**src/rtl/usb_tx.sv**
```systemverilog
// USB full-speed transmitter: SYNC, LSB-first data with bit stuffing, NRZI and EOP, one bit per clk_en.
// Define USB_TX_UNDERRUN_EN to abort an underrun packet with a forced bit-stuff error (else underrun ends the packet).
module usb_tx #(
  parameter int EOP_SE0_BITS = 2
) (
  input  logic       clk,
  input  logic       reset,
  input  logic       clk_en,
  input  logic [7:0] tx_data,
  input  logic       tx_valid,
  input  logic       tx_last,
  output logic       tx_ready,
  output logic       d_o,
  output logic       se0,
  output logic       oe,
  output logic       active,
  output logic       tx_error
);

  localparam int CW = (EOP_SE0_BITS > 1) ? $clog2(EOP_SE0_BITS) : 1;

  typedef enum logic [2:0] {
    IDLE, SYNC, DATA, EOP_SE0, EOP_J
`ifdef USB_TX_UNDERRUN_EN
    , ABORT
`endif
  } state_t;

  state_t        state_reg, state_next;
  logic [2:0]    bit_idx_reg, bit_idx_next;
  logic [2:0]    ones_reg, ones_next;
  logic [7:0]    shift_reg, shift_next;
  logic          last_reg, last_next;
  logic [CW-1:0] eop_cnt_reg, eop_cnt_next;
  logic          d_o_reg, d_o_next;
  logic          se0_reg, se0_next;
  logic          oe_reg, oe_next;
  logic          active_reg, active_next;
  logic          fetch;

  always_ff @(posedge clk or posedge reset) begin
    if (reset) begin
      state_reg   <= IDLE;
      bit_idx_reg <= '0;
      ones_reg    <= '0;
      shift_reg   <= '0;
      last_reg    <= 1'b0;
      eop_cnt_reg <= '0;
      d_o_reg     <= 1'b0;
      se0_reg     <= 1'b0;
      oe_reg      <= 1'b0;
      active_reg  <= 1'b0;
    end else begin
      state_reg   <= state_next;
      bit_idx_reg <= bit_idx_next;
      ones_reg    <= ones_next;
      shift_reg   <= shift_next;
      last_reg    <= last_next;
      eop_cnt_reg <= eop_cnt_next;
      d_o_reg     <= d_o_next;
      se0_reg     <= se0_next;
      oe_reg      <= oe_next;
      active_reg  <= active_next;
    end
  end

  always_comb begin
    state_next   = state_reg;
    bit_idx_next = bit_idx_reg;
    ones_next    = ones_reg;
    shift_next   = shift_reg;
    last_next    = last_reg;
    eop_cnt_next = eop_cnt_reg;
    d_o_next     = d_o_reg;
    se0_next     = se0_reg;
    oe_next      = oe_reg;
    active_next  = active_reg;
    tx_ready     = 1'b0;
    tx_error     = 1'b0;
    fetch        = 1'b0;
    if (clk_en) begin
      case (state_reg)
        IDLE: begin
          d_o_next     = 1'b0;
          se0_next     = 1'b0;
          oe_next      = 1'b0;
          active_next  = 1'b0;
          ones_next    = '0;
          bit_idx_next = '0;
          eop_cnt_next = '0;
          last_next    = 1'b0;
          // oe_reg still high means this is the release bit after EOP_J: guarantees one idle bit time
          if (tx_valid && !oe_reg) begin
            state_next   = SYNC;
            d_o_next     = 1'b1;
            oe_next      = 1'b1;
            active_next  = 1'b1;
            bit_idx_next = 3'd1;
          end
        end
        SYNC: begin
          if (bit_idx_reg == 3'd7) begin
            ones_next = ones_reg + 3'd1;
            fetch     = 1'b1;
          end else begin
            d_o_next  = ~d_o_reg;
            ones_next = '0;
          end
          bit_idx_next = bit_idx_reg + 3'd1;
        end
        DATA: begin
          if (ones_reg == 3'd6) begin
            d_o_next  = ~d_o_reg;
            ones_next = '0;
          end else begin
            if (shift_reg[bit_idx_reg]) begin
              ones_next = ones_reg + 3'd1;
            end else begin
              d_o_next  = ~d_o_reg;
              ones_next = '0;
            end
            bit_idx_next = bit_idx_reg + 3'd1;
            fetch        = (bit_idx_reg == 3'd7);
          end
        end
        EOP_SE0: begin
          // a stuff bit still owed after the final data bit goes out before SE0
          if (ones_reg == 3'd6) begin
            d_o_next  = ~d_o_reg;
            ones_next = '0;
          end else begin
            se0_next = 1'b1;
            d_o_next = 1'b0;
            if (eop_cnt_reg == CW'(EOP_SE0_BITS - 1)) state_next = EOP_J;
            else eop_cnt_next = eop_cnt_reg + CW'(1);
          end
        end
        EOP_J: begin
          se0_next   = 1'b0;
          d_o_next   = 1'b0;
          state_next = IDLE;
        end
`ifdef USB_TX_UNDERRUN_EN
        ABORT: begin
          ones_next    = '0;
          bit_idx_next = bit_idx_reg + 3'd1;
          if (bit_idx_reg == 3'd7) state_next = EOP_SE0;
        end
`endif
        default: state_next = IDLE;
      endcase

      if (fetch) begin
        if (last_reg) begin
          state_next = EOP_SE0;
        end else if (tx_valid) begin
          tx_ready   = 1'b1;
          shift_next = tx_data;
          last_next  = tx_last;
          state_next = DATA;
        end else begin
`ifdef USB_TX_UNDERRUN_EN
          state_next   = ABORT;
          tx_error     = 1'b1;
          ones_next    = '0;
          bit_idx_next = '0;
`else
          state_next = EOP_SE0;
`endif
        end
      end
    end
  end

  assign d_o    = d_o_reg;
  assign se0    = se0_reg;
  assign oe     = oe_reg;
  assign active = active_reg;

endmodule

```
**config.mk**
```make
export PLATFORM = sky130hd
export DESIGN_NAME = usb_tx
export DESIGN_NICKNAME = d
export VERILOG_FILES = /design/src/rtl/usb_tx.sv
export SDC_FILE = /design/constraint.sdc
export NUM_CORES = 1
export LEC_CHECK = 0
export CORE_ASPECT_RATIO = 1.4
export CORE_MARGIN = 3
export CORE_UTILIZATION = 38
export CTS_CLUSTER_DIAMETER = 120
export CTS_CLUSTER_SIZE = 16
export DETAILED_ROUTE_END_ITERATION = 10
export PLACE_DENSITY_LB_ADDON = 0.3
export SKIP_LAST_GASP = 1
export SLEW_MARGIN = 25
export SYNTH_ARGS = -nofsm -noshare
export SYNTH_HDL_FRONTEND = slang
export SYNTH_SLANG_ARGS = --single-unit
```
**constraint.sdc**
```tcl
create_clock -name clk -period 3.7 [get_ports clk]
set_input_delay 0.74 -clock clk [delete_from_list [all_inputs] [get_ports clk]]
set_output_delay 0.74 -clock clk [all_outputs]
set_load 0.05 [all_outputs]
```
==> run metrics, run 1 <==
max-cap viol count=0; count of antenna diodes in the layout=0; power density cells=610 nW/um^2; end point of the most critical hold path=last_reg; number of max-slew violations in the final report=0; category of the worst setup path capture point=primary output; number of vias per cell=between 5 and 6; Worst Hold Class=flop to flop; multi-input gate area in the final layout=672 um^2; number of antenna violations at the first check in global routing=0; critical path class=flop to primary output; Reg2Reg Setup Slack=approximately 1.5 ns; Final Hold Viols=0; register bit total from synthesis=22; cts-stage hold buffer count=0; sequential cell fraction of total power=0.424; Detailed Route Iter0 Violations=34; crit start category=flop; count of buffers from port buffering=17; adder-cell share of the synthesized area=0.0377; internal portion of total power=roughly 550 uW; gate count of the mapped netlist=roughly 130; DR DRC count=0; Final Skew=0.00134 ns; Worst Setup Slack post-DPL=0.564 ns; fraction of power consumed by the clock network=0.154; mapped cell area=1330 um^2; area of placed instances=1490 um^2; FF-to-FF Start=bit_idx_reg[0]; total CTS buffers=3; combined flip-flop and latch cell area=approximately 550 um^2; number of clock sinks=22; Worst EP required=roughly 3 ns; delay-heaviest family, CP=buffers and inverters; buffer levels on the longest clock path=2; status=finished, final reports clean; # Post-CTS Setup Buffers=0; most repeated library cell on the critical path=ha_1; proportion of netlist area held by the largest area contributor=0.415; antenna-violating nets left=0; DIE HEIGHT=75.9 um; first-pass GRT wire length=around 4.4 mm; Worst-path clk slew=about 0.070 ns; cell row count=24; H-Tree Depth=1; Achievable Freq=about 300 MHz; critical path's slowest cell=clkdlybuf4s50_1; via count of the first global-routing pass=between 900 and 1000; arrival time at the worst endpoint=between 2 and 3 ns; Design Area, Final=1530 um^2; share of cells above drive strength 1=0.189; total buffers and inverters traversed by the critical path=1; Synth Area per Inst=between 10 and 15 um^2; Skew-Pair Late Insertion Delay=around 0.26 ns; Synth cell types=42; compound-gate portion of the synthesized area=0.139; worst ir drop on vdd=about 0.00028 V; library cell used as clock root buffer=clkbuf_8; drt first pass iters=4; share of the cycle needed by the critical path after routing=0.906; CP cell instances=ha_1 -> ha_1 -> or2b_1 -> a21oi_2 -> and4b_4 -> clkdlybuf4s50_1; TritonCTS clock tree=built; GRT Resource Usage Total=0.129; final setup violating endpoints=0; Post-Route Utilization=0.471; proportion of power drawn by combinational gates=0.422; delay of the slowest cell on the worst path=between 0.8 and 0.9 ns; area of the core region=~3200 um^2; filler instances=319; actual transition at the worst max-transition pin=0.812 ns; depth of the worst register-to-register path=7; average routed wire per standard cell=around 13 um; top post-synthesis cells by area=dfrtp_1 41%, mux2_4 7.9%, mux2i_1 4.5%; vias post-DR=around 950; fraction of the yosys area taken by sequential cells=0.415; most area-hungry cell type in the Yosys netlist=dfrtp_1; width of the die=around 56 um; effective utilization at floorplan=0.409; capture instance of the worst register-to-register path=shift_reg[2]; routability congestion estimate=around 0.91; number of warnings reported in the yosys synthesis log=0; post-route worst setup slack=~0.35 ns; DRT Wirelength=roughly 2.4 mm; mux contribution to synthesized area=0.133; worst slew margin relative to its limit=0.458; Leak Pwr=between 0.0006 and 0.0007 uW; switching fraction of total power=0.407; post-CTS sizing=0; largest net degree at the start of global routing=23; overflow left after global routing=0; max reg flops=8; cell count of the worst hold path=1; net count after synthesis=about 150; time the final worst path needs with I/O delays and setup=around 3.4 ns; sum of net half-perimeters after detailed placement=approximately 1.9 mm; Final nets=162; die footprint=roughly 4200 um^2; TNS Setup=0 ns; I/O pin cnt=19; synthesized-area fraction occupied by and/or/nand/nor cells=0.187; switching power total=about 380 uW; beginning of the worst hold path=last_reg; Synth-to-Final Area Change=15.0%; critical path fanouts, max=7; unrepaired setup endpoints after global routing=no; dominant combinational cell family by area after synthesis=simple AND/OR/NAND/NOR gates; post-synthesis xor/xnor area fraction=0.00660
power groups by stage:
| stage | logic [uW] | clock network, uW | registers (uW) |
|---|---|---|---|
| after CTS | 397 | 154 | 395 |
| after global routing | 435 | 164 | 408 |
| final | 392 | 143 | 395 |
| after detailed placement | 395 | 0 | 400 |
| after floorplan | 313 | 0 | 401 |
| after global placement | 388 | 0 | 395 |
cells by family after synthesis:
family / Yosys count
AO/OA/AOI/OAI: 27
XOR/XNOR: 1
adder cells (fa/ha/maj): 4
buffers and inverters: 14
flip-flops: 22
multiplexers: 14
other: 1
AND/OR/NAND/NOR: 46
cell type report:
cell class,count,share of cell area
Inverter,7,0.0238
Tap cell,39,0.0320
Timing Repair Buffer,18,0.116
Multi-Input combinational cell,93,0.440
Clock buffer,3,0.0270
Sequential cell,22,0.361
worst max-delay path by stage:
stage,from,endpoint,cells past startpoint,slack [ns]
2_1_floorplan,bit_idx_reg[1],tx_ready,6,1.47
3_3_place_gp,clk_en,tx_ready,3,0.57
3_5_place_dp,clk_en,tx_ready,3,0.56
4_1_cts,bit_idx_reg[0],tx_ready,6,0.32
5_1_grt,bit_idx_reg[0],tx_ready,6,0.22
6_report,bit_idx_reg[0],tx_ready,6,0.35
per-stage QoR:
stage,total power [uW],std cells,hold slack [ns]
finish,931,182,0.501
global route,1010,182,0.532
global placement,783,179,0.491
detailed placement,794,179,0.489
CTS,945,182,0.510
floorplan,714,129,0.459
metal layers:
metal,share of wire,GRT usage
met1,0.41,0.147
met2,0.53,0.223
met3,0.034,0.0238
met4,0.023,0.0689
met5,0,0
cells in the mapped netlist, drive strengths merged:
| cell | count |
|---|---|
| dfrtp | 22 |
| nand2 | 16 |
| o21ai | 13 |
| nor2 | 12 |
| mux2 | 8 |
| buf | 6 |
| mux2i | 6 |
| nand3 | 6 |
| a21oi | 5 |
| inv | 5 |
| ha | 4 |
| nor3 | 4 |
| clkinv | 2 |
| nor2b | 2 |
| o31ai | 2 |
| a211o | 1 |
| a21bo | 1 |
| a221oi | 1 |
| a22o | 1 |
| a22oi | 1 |
| a31oi | 1 |
| and4 | 1 |
| and4b | 1 |
| clkbuf | 1 |
| conb | 1 |
| nand2b | 1 |
| o21a | 1 |
| or2b | 1 |
| or3 | 1 |
| or4 | 1 |
| xnor2 | 1 |
cells in the final DEF, fill, tap and decap left out, types with 3 or more instances in the layout:
cell / synthesis / layout
nor2_1: 11 / 11
a21oi_1: 3 / 3
ha_1: 4 / 4
clkdlybuf4s50_1: 0 / 17
clkbuf_8: 0 / 3
o21ai_0: 10 / 10
dfrtp_1: 22 / 22
mux2_4: 7 / 7
nand2_1: 14 / 14
mux2i_1: 6 / 6
nand3_1: 5 / 5
inv_1: 5 / 5
(Power assumes the default switching activity.)
==> inputs of run 2 (changes only) <==
Settings changed: SLEW_MARGIN 25 to unset.
==> results of run 2 <==
The final DEF is identical to that of run 1; final timing and power are the same.
==> inputs of run 3 (changes only) <==
Settings changed: CORE_MARGIN 3 to unset, CORE_UTILIZATION 38 to 35.
==> run 3 against run 2 <==
  * Power is 1.7% higher
  * Die area is 4.8% lower
  * Setup slack better by 0.038 ns
  * Clock power is 5% higher
  * Register-to-register slack better by 0.03 ns
  * First-iteration DRC count is 26% lower
  * Sequential share of layout area is 0.089 points lower
  * Cell area is 0.25% higher
  * Non-clock buffer count stayed put
  * Routed wire length is 7.5% higher
  * Largest power group unchanged
==> run metrics, run 3 (synthesis gave the netlist of run 1 again) <==
post-CTS sizing=0; fraction of power consumed by the clock network=0.159; number of clock sinks=22; worst ir drop on vdd=roughly 0.00025 V; beginning of the worst hold path=last_reg; largest net degree at the start of global routing=23; crit start category=flop; unrepaired setup endpoints after global routing=no; share of the cycle needed by the critical path after routing=0.895; Final Skew=between 0.0015 and 0.002 ns; TNS Setup=0 ns; TritonCTS clock tree=built; share of cells above drive strength 1=0.189; overflow left after global routing=0; power density cells=618 nW/um^2; GRT Resource Usage Total=0.153; DR DRC count=0; drt first pass iters=4; Achievable Freq=around 300 MHz; critical path fanouts, max=7; capture instance of the worst register-to-register path=shift_reg[2]; vias post-DR=~960; total buffers and inverters traversed by the critical path=1; Skew-Pair Late Insertion Delay=roughly 0.26 ns; actual transition at the worst max-transition pin=between 0.8 and 0.9 ns; internal portion of total power=553 uW; buffer levels on the longest clock path=2; DRT Wirelength=between 2 and 3 mm; sequential cell fraction of total power=0.421; # Post-CTS Setup Buffers=0; max reg flops=8; via count of the first global-routing pass=about 1000; Reg2Reg Setup Slack=1.53 ns; CP cell instances=ha_1 -> ha_1 -> or2b_1 -> a21oi_2 -> and4b_4 -> clkdlybuf4s50_1; DIE HEIGHT=around 75 um; delay-heaviest family, CP=buffers and inverters; die footprint=between 4000 and 5000 um^2; cell count of the worst hold path=1; critical path class=flop to primary output; Post-Route Utilization=0.420; Worst-path clk slew=~0.080 ns; effective utilization at floorplan=0.364; arrival time at the worst endpoint=roughly 2.6 ns; most used cells in the layout excluding fill and tap cells=22 x dfrtp_1, 17 x clkdlybuf4s50_1, 14 x nand2_1; H-Tree Depth=1; Final nets=roughly 160; total CTS buffers=3; Worst EP required=just under 3 ns; Leak Pwr=roughly 0.00068 uW; Worst Hold Class=flop to flop; count of buffers from port buffering=17; Final Hold Viols=0; final setup violating endpoints=0; routability congestion estimate=approximately 0.89; count of antenna diodes in the layout=0; worst slew margin relative to its limit=0.439; number of antenna violations at the first check in global routing=0; depth of the worst register-to-register path=7; first-pass GRT wire length=around 4.5 mm; critical path's slowest cell=clkdlybuf4s50_1; most common library cell in the layout ignoring fill and taps=dfrtp_1; time the final worst path needs with I/O delays and setup=3.31 ns; switching fraction of total power=0.416; number of max-slew violations in the final report=0; sum of net half-perimeters after detailed placement=between 2 and 2.5 mm; average routed wire per standard cell=about 14 um; area of the core region=between 3000 and 4000 um^2; I/O pin cnt=19; cell row count=26; switching power total=roughly 390 uW; max-cap viol count=0; Detailed Route Iter0 Violations=25; library cell used as clock root buffer=clkbuf_8; FF-to-FF Start=bit_idx_reg[0]; delay of the slowest cell on the worst path=approximately 0.80 ns; cts-stage hold buffer count=0; category of the worst setup path capture point=primary output; proportion of power drawn by combinational gates=0.420; status=finished, final reports clean; width of the die=54.1 um; number of vias per cell=between 5 and 6; most repeated library cell on the critical path=ha_1; Synth-to-Final Area Change=15.3%; end point of the most critical hold path=last_reg; antenna-violating nets left=0
## run 3: cell counts in the layout (fill, tap and decap cells not counted)
Identical to the previous run, type by type.
## run 3: layer usage
metal | up-vias | global-route usage | wire [um]
met2 | 17 | 0.266 | 1420
met3 | 2 | 0.0303 | 55
li1 | 476 | - | -
met1 | 463 | 0.186 | 1130
met5 | - | 0 | 0
met4 | 0 | 0.0484 | 14
## run 3: final cells by class
| type | instances | area (um^2) |
|---|---|---|
| clock buffer | 3 | 41.3 |
| tap | 42 | 52.6 |
| fill | 358 | 2110 |
| sequential | 22 | 551 |
| multi-input combinational | 93 | 672 |
| inverter | 7 | 36.3 |
| timing repair buffer | 18 | 178 |
## run 3: per-stage QoR
step / hold WS (ns) / power, uW / std cells / worst slack [ns] / instance area (um^2)
after floorplan: 0.459 / 714 / 129 / 1.47 / 1330
after global placement: 0.495 / 785 / 182 / 0.564 / 1490
after detailed placement: 0.495 / 801 / 182 / 0.573 / 1490
after CTS: 0.519 / 954 / 185 / 0.372 / 1530
after global routing: 0.553 / 1020 / 185 / 0.260 / 1530
final: 0.513 / 946 / 185 / 0.387 / 1530
## run 3: worst max-delay path by stage
stage,start,to,cells past startpoint
finish,bit_idx_reg[0],tx_ready,6
global route,bit_idx_reg[0],tx_ready,6
CTS,bit_idx_reg[0],tx_ready,6
detailed placement,clk_en,tx_ready,3
global placement,clk_en,tx_ready,3
floorplan,bit_idx_reg[1],tx_ready,6
## run 3: power by group through the flow
stage / clock [uW] / combinational, uW / sequential [uW]
floorplan: 0 / 313 / 401
global placement: 0 / 389 / 395
detailed placement: 0 / 399 / 403
CTS: 155 / 400 / 398
global route: 166 / 441 / 412
finish: 150 / 397 / 398
